===== src/rtl/spad_seq_ctrl.sv =====
// rtl/spad_seq_ctrl.sv - scratchpad fill and 1-D convolution read sequencer (optional SPAD_SEQ_CTRL_PERF_CNT_EN adds stall_cnt_o)
module spad_seq_ctrl #(
  parameter int D_WIDTH = 32,
  parameter int A_WIDTH = 8
) (
  input  logic               clk,
  input  logic               rst_n,
  input  logic               start_i,
  input  logic [A_WIDTH:0]   cfg_len_i,
  input  logic [A_WIDTH-1:0] cfg_k_i,
  input  logic [A_WIDTH-1:0] cfg_out_i,
  input  logic [A_WIDTH-1:0] cfg_stride_i,
  input  logic               in_valid_i,
  input  logic [D_WIDTH-1:0] in_data_i,
  output logic               in_ready_o,
  input  logic               stall_i,
  output logic               spad_wen_o,
  output logic [A_WIDTH-1:0] spad_w_addr_o,
  output logic [D_WIDTH-1:0] spad_w_data_o,
  output logic               spad_ren_o,
  output logic [A_WIDTH-1:0] spad_r_addr_o,
  output logic               rd_valid_o,
  output logic               rd_first_o,
  output logic               rd_last_o,
  output logic               busy_o,
  output logic               done_o
`ifdef SPAD_SEQ_CTRL_PERF_CNT_EN
  ,
  output logic [31:0]        stall_cnt_o
`endif
);

  typedef enum logic [1:0] {
    S_IDLE = 2'd0,
    S_LOAD = 2'd1,
    S_RUN  = 2'd2,
    S_DONE = 2'd3
  } state_e;

  localparam logic [A_WIDTH-1:0] ONE_A = {{(A_WIDTH-1){1'b0}}, 1'b1};
  localparam logic [A_WIDTH:0]   ONE_L = {{A_WIDTH{1'b0}}, 1'b1};

  state_e state_q, state_d;

  // Job configuration, frozen at start so changes while busy have no effect.
  // cfg_out_q is stored as 0 whenever the job issues no reads (out=0 or k=0).
  logic [A_WIDTH:0]   cfg_len_q, cfg_len_d;
  logic [A_WIDTH-1:0] cfg_k_q, cfg_k_d;
  logic [A_WIDTH-1:0] cfg_out_q, cfg_out_d;
  logic [A_WIDTH-1:0] cfg_stride_q, cfg_stride_d;

  // Load beat counter, tap index, output index and running o*stride base.
  logic [A_WIDTH:0]   beat_q, beat_d;
  logic [A_WIDTH-1:0] tap_q, tap_d;
  logic [A_WIDTH-1:0] pos_q, pos_d;
  logic [A_WIDTH-1:0] base_q, base_d;

  // Read markers aligned with the scratchpad's one-cycle read latency.
  logic rd_valid_q, rd_first_q, rd_last_q;

  logic no_reads;
  logic tap_first;
  logic tap_last;

  assign no_reads  = (cfg_out_i == '0) || (cfg_k_i == '0);
  assign tap_first = (tap_q == '0);
  assign tap_last  = (tap_q == (cfg_k_q - ONE_A));

  // State register plus all job counters and latched configuration.
  always_ff @(posedge clk or negedge rst_n) begin
    if (!rst_n) begin
      state_q      <= S_IDLE;
      cfg_len_q    <= '0;
      cfg_k_q      <= '0;
      cfg_out_q    <= '0;
      cfg_stride_q <= '0;
      beat_q       <= '0;
      tap_q        <= '0;
      pos_q        <= '0;
      base_q       <= '0;
    end else begin
      state_q      <= state_d;
      cfg_len_q    <= cfg_len_d;
      cfg_k_q      <= cfg_k_d;
      cfg_out_q    <= cfg_out_d;
      cfg_stride_q <= cfg_stride_d;
      beat_q       <= beat_d;
      tap_q        <= tap_d;
      pos_q        <= pos_d;
      base_q       <= base_d;
    end
  end

  // Next-state, counter updates and the combinational strobes.
  always_comb begin
    state_d      = state_q;
    cfg_len_d    = cfg_len_q;
    cfg_k_d      = cfg_k_q;
    cfg_out_d    = cfg_out_q;
    cfg_stride_d = cfg_stride_q;
    beat_d       = beat_q;
    tap_d        = tap_q;
    pos_d        = pos_q;
    base_d       = base_q;
    in_ready_o   = 1'b0;
    spad_wen_o   = 1'b0;
    spad_ren_o   = 1'b0;

    unique case (state_q)
      S_IDLE: begin
        if (start_i) begin
          cfg_len_d    = cfg_len_i;
          cfg_k_d      = cfg_k_i;
          cfg_out_d    = no_reads ? '0 : cfg_out_i;
          cfg_stride_d = cfg_stride_i;
          beat_d       = '0;
          tap_d        = '0;
          pos_d        = '0;
          base_d       = '0;
          if (cfg_len_i != '0) begin
            state_d = S_LOAD;
          end else if (no_reads) begin
            state_d = S_DONE;
          end else begin
            state_d = S_RUN;
          end
        end
      end

      S_LOAD: begin
        in_ready_o = 1'b1;
        spad_wen_o = in_valid_i;
        if (in_valid_i) begin
          beat_d = beat_q + ONE_L;
          if (beat_q == (cfg_len_q - ONE_L)) begin
            state_d = (cfg_out_q == '0) ? S_DONE : S_RUN;
          end
        end
      end

      S_RUN: begin
        if (!stall_i) begin
          spad_ren_o = 1'b1;
          if (tap_last) begin
            tap_d  = '0;
            pos_d  = pos_q + ONE_A;
            base_d = base_q + cfg_stride_q;
            if (pos_q == (cfg_out_q - ONE_A)) begin
              state_d = S_DONE;
            end
          end else begin
            tap_d = tap_q + ONE_A;
          end
        end
      end

      S_DONE: begin
        state_d = S_IDLE;
        beat_d  = '0;
        tap_d   = '0;
        pos_d   = '0;
        base_d  = '0;
      end

      default: begin
        state_d = S_IDLE;
      end
    endcase
  end

  // Registered read markers: the word read this cycle is valid next cycle.
  always_ff @(posedge clk or negedge rst_n) begin
    if (!rst_n) begin
      rd_valid_q <= 1'b0;
      rd_first_q <= 1'b0;
      rd_last_q  <= 1'b0;
    end else begin
      rd_valid_q <= spad_ren_o;
      rd_first_q <= spad_ren_o & tap_first;
      rd_last_q  <= spad_ren_o & tap_last;
    end
  end

  assign spad_w_addr_o = beat_q[A_WIDTH-1:0];
  assign spad_w_data_o = in_data_i;
  assign spad_r_addr_o = base_q + tap_q;
  assign rd_valid_o    = rd_valid_q;
  assign rd_first_o    = rd_first_q;
  assign rd_last_o     = rd_last_q;
  assign busy_o        = (state_q != S_IDLE);
  assign done_o        = (state_q == S_DONE);

`ifdef SPAD_SEQ_CTRL_PERF_CNT_EN
  logic [31:0] stall_cnt_q, stall_cnt_d;
  logic        start_acc;

  assign start_acc = (state_q == S_IDLE) && start_i;

  // Stalled-RUN cycle counter: cleared per job, saturating, held after done.
  always_comb begin
    stall_cnt_d = stall_cnt_q;
    if (start_acc) begin
      stall_cnt_d = '0;
    end else if ((state_q == S_RUN) && stall_i && (stall_cnt_q != '1)) begin
      stall_cnt_d = stall_cnt_q + 32'd1;
    end
  end

  // Stall counter register.
  always_ff @(posedge clk or negedge rst_n) begin
    if (!rst_n) begin
      stall_cnt_q <= '0;
    end else begin
      stall_cnt_q <= stall_cnt_d;
    end
  end

  assign stall_cnt_o = stall_cnt_q;
`endif

endmodule

===== config.mk =====
export PLATFORM = sky130hd
export DESIGN_NAME = spad_seq_ctrl
export DESIGN_NICKNAME = d
export VERILOG_FILES = /design/src/rtl/spad_seq_ctrl.sv
export SDC_FILE = /design/constraint.sdc
export NUM_CORES = 1
export LEC_CHECK = 0
export BUFFER_PORTS_ARGS = -buffer_cell sky130_fd_sc_hd__buf_4
export CAP_MARGIN = 10
export CORE_UTILIZATION = 40
export CTS_CLUSTER_DIAMETER = 30
export DETAILED_ROUTE_END_ITERATION = 6
export PLACE_DENSITY = 0.72
export SLEW_MARGIN = 20
export SYNTH_ARGS = -nofsm -noshare
export SYNTH_HDL_FRONTEND = slang
export SYNTH_SLANG_ARGS = --single-unit

===== constraint.sdc =====
create_clock -name clk -period 6 [get_ports clk]
set_clock_uncertainty 0.2 [all_clocks]
set_input_delay 0.3 -clock clk [delete_from_list [all_inputs] [get_ports clk]]
set_output_delay 0.3 -clock clk [all_outputs]
set_load 0.02 [all_outputs]

==> results of run 1 <==
-- per-stage QoR --
step                      hold slack (ns)  instances
after floorplan                    -0.196        539
after global placement              0.273        690
after detailed placement            0.280        690
after CTS                         0.00392        732
after global routing               0.0292        732
final                              0.0194        732
-- critical path, stage by stage, from the launching register on --
cell and delay [ns]:
dfrtp_1 0.43, inv_1 0.10, ha_1 0.18, nor3b_1 0.72, nor4b_1 0.37, a31oi_1 0.08, o21a_1 0.22, o31ai_2 0.26
o21ai_2 0.12, mux2_4 0.31
-- final timing paths --
path	startpoint	slack, ns	to
worst max-delay path	cfg_len_q[0]$_DFFE_PN0P_	2.90	state_q[1]$_DFFE_PN0P_
worst min-delay path	cfg_out_i[7]	0.02	cfg_out_q[7]$_DFFE_PN0P_
worst max register to register	cfg_len_q[0]$_DFFE_PN0P_	2.90	state_q[1]$_DFFE_PN0P_
worst min register to register	cfg_stride_q[3]$_DFFE_PN0P_	0.29	cfg_stride_q[3]$_DFFE_PN0P_
max in group asynchronous	rst_n	4.59	cfg_k_q[5]$_DFFE_PN0P_
min in group asynchronous	rst_n	0.45	beat_q[4]$_DFFE_PN0P_
-- synth_stat cells (4+ instances only) --
master     n
clkbuf_1  13
nor4_1    11
nand4_1    8
nor2b_1    5
a21o_1     7
o21ai_0   32
and3_1     7
ha_1      26
or3_1     10
a21oi_1   16
a31oi_1    7
dfrtp_1   71
nand3_1   11
buf_4     40
inv_1     24
a22o_1     6
nor3_1    11
xnor2_1   28
nor3b_1    4
nor4b_1    5
xor2_1    25
nor2_1    22
or4_1      5
nand2_1   99
-- state kept, by name, indices dropped and copies added, names as in the netlist --
name and flops:
state_q 2, pos_q 8, base_q 8, cfg_len_q 9
rd_first_o 1, rd_valid_o 1, beat_q 9, rd_last_o 1
cfg_k_q 8, cfg_out_q 8, tap_q 8, cfg_stride_q 8
-- per-layer routing --
layer / share of wire [%] / global-route usage [%] / up-vias
li1: - / - / 1920
met1: 45 / 22.9 / 1940
met2: 48 / 32.0 / 86
met3: 5.1 / 5.19 / 26
met4: 1.8 / 7.73 / 0
met5: 0 / 0 / -
-- repair_timing --
item                                   CTS  global route
gates resized for setup                  0             0
hold buffers                            26             0
endpoints found under the hold margin   97             0
-- cell families after synthesis --
| logic type | count (synthesis) | synth area share (%) |
|---|---|---|
| compound gates | 95 | 12.9 |
| xor+xnor | 53 | 9.81 |
| fa+ha+maj | 28 | 7.72 |
| buf+inv | 79 | 9.49 |
| flops | 71 | 37.5 |
| mux | 3 | 0.767 |
| simple gates | 210 | 21.7 |
-- final cells by class --
type                            instances  area share [%]
Clock buffer                           13            4.48
Clock inverter                          3           0.761
Inverter                               24            1.61
Multi-Input combinational cell        389            45.0
Sequential cell                        71            31.8
Tap cell                              143            3.20
Timing Repair Buffer                   89            13.1
-- power by group through the flow --
stage	sequential [uW]	clock (uW)	combinational [uW]
2_1_floorplan	529	0	156
3_3_place_gp	545	0	192
3_5_place_dp	547	0	198
4_1_cts	538	545	214
5_1_grt	542	565	237
6_report	538	529	213
==> impl_metrics.csv, run 1 <==
group,metric,value,unit
clocking,path_clk_slew,0.06,ns
place,dpl_worst_slack,2.90,ns
logic_synthesis,synth_ff_type,"dfrtp_1",
sta,rsz0062_at_grt,"no",
finish,mostFrequentLayoutCell,"nand2_1",
pwr,leakagePower,0.00273,uW
sta,finalSetupTns,0,ns
grt,grt_pass1_vias,3947,
grt,grt_overflow,0,
logic_synthesis,synthDistinctLibCells,51,
pwr,p_int,934,uW
routing,dr_total_vias,3972,
finish,area.sequential,1780,um2
sta,layout_setup_ws,2.90,ns
pwr,ir_drop,0.138,mV
sta,timing.final.crit_period,3.10,ns
setup_path,endpoint_kind,"register",
logic_synthesis,syn_inst,539,
worst_hold_path,min_path_cells,3,
routing,initialDrtViolationCount,210,
clocking,cts_max_level,3,
logic_synthesis,ys_top_cells_by_area,"dfrtp_1, nand2_1, ha_1",
sta,slew_headroom,36.1,%
clocking,cts_setup_buffers,0,
pwr,seqPwrFrac,42.0,%
finish,areaGrowthSynthToFinish,18.1,%
clocking,cts.sinks,71,
pwr,power_switching,347,uW
finish,multi_input_area,2520,um2
run,cap_violations,0,
logic_synthesis,ys_seq_elements,71,
floorplanning,core,11500,um2
finish,design_area,5590,um2
place,place_area,5020,um2
pwr,p_sw_share,27.1,%
logic_synthesis,yosys_warnings,0,
logic_synthesis,synth-seq-area-share,37.5,%
logic_synthesis,async_reset_ff_share,100,%
grt,grtUsageTotal,19.0,%
worst_hold_path,hp-class,"primary input to register",
setup_path,worst-r2r-cell-count,9,
finish,layout_common_cells,"nand2_1, dfrtp_1, buf_4, o21ai_0, xnor2_1",
sta,hold_violations,0,
logic_synthesis,syn_area_per_cell,8.78,um2
finish,utilization,48.7,%
clocking,cts_made_buffers,9,
setup_path,required,6.02,ns
routing,avgRoutedWirePerCell,15.4,um
sta,period_share,51.6,%
routing,route.detailed.drc,0,
floorplanning,die-area,12300,um2
sta,clock.fmax,0.323,GHz
sta,setup_viol,0,
routing,routed_via_density,5.43,
logic_synthesis,yosysTopAreaCell,"dfrtp_1",
setup_path,startpoint_type,"register",
sta,maxSlewViolCount,0,
pwr,pwr-share-comb,16.6,%
logic_synthesis,syn-cell-area,4730,um2
clocking,cts.path.max_buffers,2,
floorplanning,initial_core_util,41.3,%
grt,antenna_found_initial,0,
place,dpl.hpwl,8100,um
logic_synthesis,syn-num-nets,637,
clocking,cts_tree,"done",
grt,grt_start_max_net_pins,72,
routing,drt_pass1_iterations,4,
status,status,"finished clean",
routing,totalWireLength,11300,um
clocking,root_buffer,"clkbuf_16",
pwr,pwr-share-clk,41.3,%
routing,ant_nets,0,
pwr,powerDensity,229,nW/um2
setup_path,arrival,3.11,ns
floorplanning,io_pins,126,
setup_path,criticalPathCategory,"register to register",
floorplanning,rows,39,
pwr,finalPower,1280,uW
logic_synthesis,synth-edff-count,0,
grt,grt_pass1_wl,18800,um
logic_synthesis,yosysTopAreaCellShare,37.5,%
clocking,clock_latency,0.34,ns
floorplanning,die_h,111,um
finish,num_antenna_cells,0,
finish,post_route_cells_drive_above_1_share,14.6,%
floorplanning,die_w,111,um
setup_path,path_max_fanout,7,
sta,worst_pin_slew,0.956,ns
place,place_congestion,0.862,
finish,nets,682,
place,numPortBuffers,61,
finish,fill_cells,1044,
Power figures use the tool's default switching activity.
==> run 2, diff against run 1 <==
==> constraint.sdc (replaced) <==
create_clock -name clk -period 3.19 [get_ports clk]
set_clock_uncertainty 0.2 [all_clocks]
set_input_delay 0.1595 -clock clk [delete_from_list [all_inputs] [get_ports clk]]
set_output_delay 0.1595 -clock clk [all_outputs]
set_load 0.02 [all_outputs]
==> run 2 against run 1 <==
  * Design area up 4.4%
  * Non-clock buffer count up 15
  * Highest routed layer unchanged
  * Core utilization increased by 2.1 points
  * Fmax grew 3.0%
==> impl_metrics.csv, run 2 (synthesized netlist as in run 1, its figures left out) <==
group,metric,value,unit
grt,grt_pass1_vias,4132,
sta,rsz0062_at_grt,"no",
finish,area.sequential,1780,um2
finish,fill_cells,1006,
floorplanning,die-area,12300,um2
finish,final_cells,747,
floorplanning,die_w,111,um
clocking,clock_latency,0.33,ns
finish,mostFrequentLayoutCell,"nand2_1",
clocking,root_buffer,"clkbuf_16",
finish,areaGrowthSynthToFinish,23.2,%
clocking,cts_made_buffers,9,
setup_path,crit_buf_inv,0,
sta,hold_violations,0,
clocking,path_clk_slew,0.06,ns
run,cap_violations,0,
finish,num_antenna_cells,0,
setup_path,worst-r2r-cell-count,7,
finish,layout_common_cells,"nand2_1, dfrtp_1, buf_4, dlygate4sd3_1, o21ai_0",
sta,clock.fmax,0.333,GHz
pwr,powerDensity,476,nW/um2
grt,grt_pass1_wl,20000,um
place,dpl.hpwl,8200,um
floorplanning,die_h,111,um
pwr,power_switching,703,uW
pwr,pwr-share-clk,48.1,%
grt,grt_overflow,0,
clocking,cts_tree,"done",
finish,multi_input_area,2520,um2
clocking,cts_max_level,3,
routing,ant_nets,0,
pwr,p_int,2070,uW
grt,antenna_found_initial,0,
clocking,cts_setup_buffers,0,
clocking,cts.sinks,71,
sta,maxSlewViolCount,0,
routing,route.detailed.drc,0,
place,place_congestion,0.882,
setup_path,cpMostUsedCell,"a2111oi_0",
routing,routed_via_density,5.49,
routing,dr_total_vias,4103,
place,numPortBuffers,61,
setup_path,crit_chain,"or3_1 -> a2111oi_0 -> o211ai_1 -> a2111oi_0 -> nor4b_1 -> o21ai_2 -> mux2_4",
pwr,ir_drop,0.293,mV
pwr,p_sw_share,25.3,%
sta,finalSetupTns,0,ns
pwr,leakagePower,0.00285,uW
worst_hold_path,hp-class,"primary input to output pin",
place,dp.cells,696,
routing,totalWireLength,12000,um
grt,grtUsageTotal,20.3,%
setup_path,slowest_delay,0.44,ns
finish,utilization,50.9,%
setup_path,endpoint_kind,"register",
setup_path,cp.depth,7,
finish,nets,697,
floorplanning,io_pins,126,
sta,worst_pin_slew,0.992,ns
setup_path,startpoint_type,"register",
pwr,seqPwrFrac,36.1,%
floorplanning,rows,39,
grt,grt_start_max_net_pins,72,
routing,drt_pass1_iterations,5,
sta,timing.final.crit_period,3.01,ns
setup_path,cp_top_family,"compound AO/OA/AOI/OAI gates",
sta,setup_viol,0,
floorplanning,core,11500,um2
setup_path,path_max_fanout,7,
sta,slew_headroom,33.7,%
setup_path,required,3.21,ns
routing,initialDrtViolationCount,347,
routing,avgRoutedWirePerCell,16.0,um
pwr,pwr-share-comb,15.8,%
setup_path,cpMaxStageDelayCell,"dfrtp_1",
sta,period_share,94.2,%
finish,top_regs,"beat_q: 9 flops, cfg_len_q: 9 flops",
setup_path,criticalPathCategory,"register to register",
clocking,cts.path.max_buffers,2,
setup_path,arrival,3.02,ns
status,status,"finished clean",
worst_hold_path,min_path_cells,0,
finish,post_route_cells_drive_above_1_share,16.1,%
floorplanning,initial_core_util,41.3,%
==> run 2: metal layers <==
layer	global-route usage, %	vias up	routed length, um
li1	-	1951	-
met1	25.4	1968	5100
met2	34.1	147	5820
met3	3.61	37	715
met4	8.98	0	350
met5	0	-	0
==> run 2: final cells by class <==
class | instances | share of cell area [%]
clock inverters | 7 | 2.87
repair buffers | 104 | 14.9
clock buffers | 9 | 3.86
flip-flops and latches | 71 | 30.5
well taps | 143 | 3.07
multi-input cells | 389 | 43.3
inverters | 24 | 1.54
==> run 2: repair_timing <==
action / 4_1_cts / 5_1_grt
hold buffers: 35 / 0
endpoints found under the setup margin: 0 / 10
gates resized for setup: 0 / 3
hold endpoints to repair: 106 / 0
==> run 2: path summary, 6_finish.rpt <==
kind / start / endpoint / slack [ns]
setup / recovery: cfg_out_q[2]$_DFFE_PN0P_ / state_q[1]$_DFFE_PN0P_ / 0.18
hold / removal: in_data_i[10] / spad_w_data_o[10] / 0.12
setup reg to reg: cfg_out_q[2]$_DFFE_PN0P_ / state_q[1]$_DFFE_PN0P_ / 0.18
hold reg to reg: cfg_stride_q[5]$_DFFE_PN0P_ / cfg_stride_q[5]$_DFFE_PN0P_ / 0.28
max in group asynchronous: rst_n / cfg_stride_q[6]$_DFFE_PN0P_ / 1.88
min in group asynchronous: rst_n / beat_q[2]$_DFFE_PN0P_ / 0.30
==> run 2: power by group through the flow <==
stage | Combinational, uW | Sequential [uW] | Clock, uW
5_1_grt | 480 | 1010 | 1390
3_3_place_gp | 389 | 1010 | 0
6_report | 440 | 1000 | 1330
3_5_place_dp | 397 | 1020 | 0
4_1_cts | 438 | 1000 | 1350
2_1_floorplan | 293 | 995 | 0
==> run 2: stage by stage <==
| step | worst slack [ns] | hold WS [ns] | area [um2] | power (uW) |
|---|---|---|---|---|
| 4_1_cts | 0.0614 | 0.119 | 5810 | 2790 |
| 5_1_grt | 0.0106 | 0.119 | 5830 | 2880 |
| 6_report | 0.184 | 0.119 | 5830 | 2780 |
| 2_1_floorplan | 0.504 | -0.336 | 4730 | 1290 |
| 3_5_place_dp | 0.105 | 0.119 | 5070 | 1410 |
| 3_3_place_gp | 0.200 | 0.119 | 5070 | 1400 |
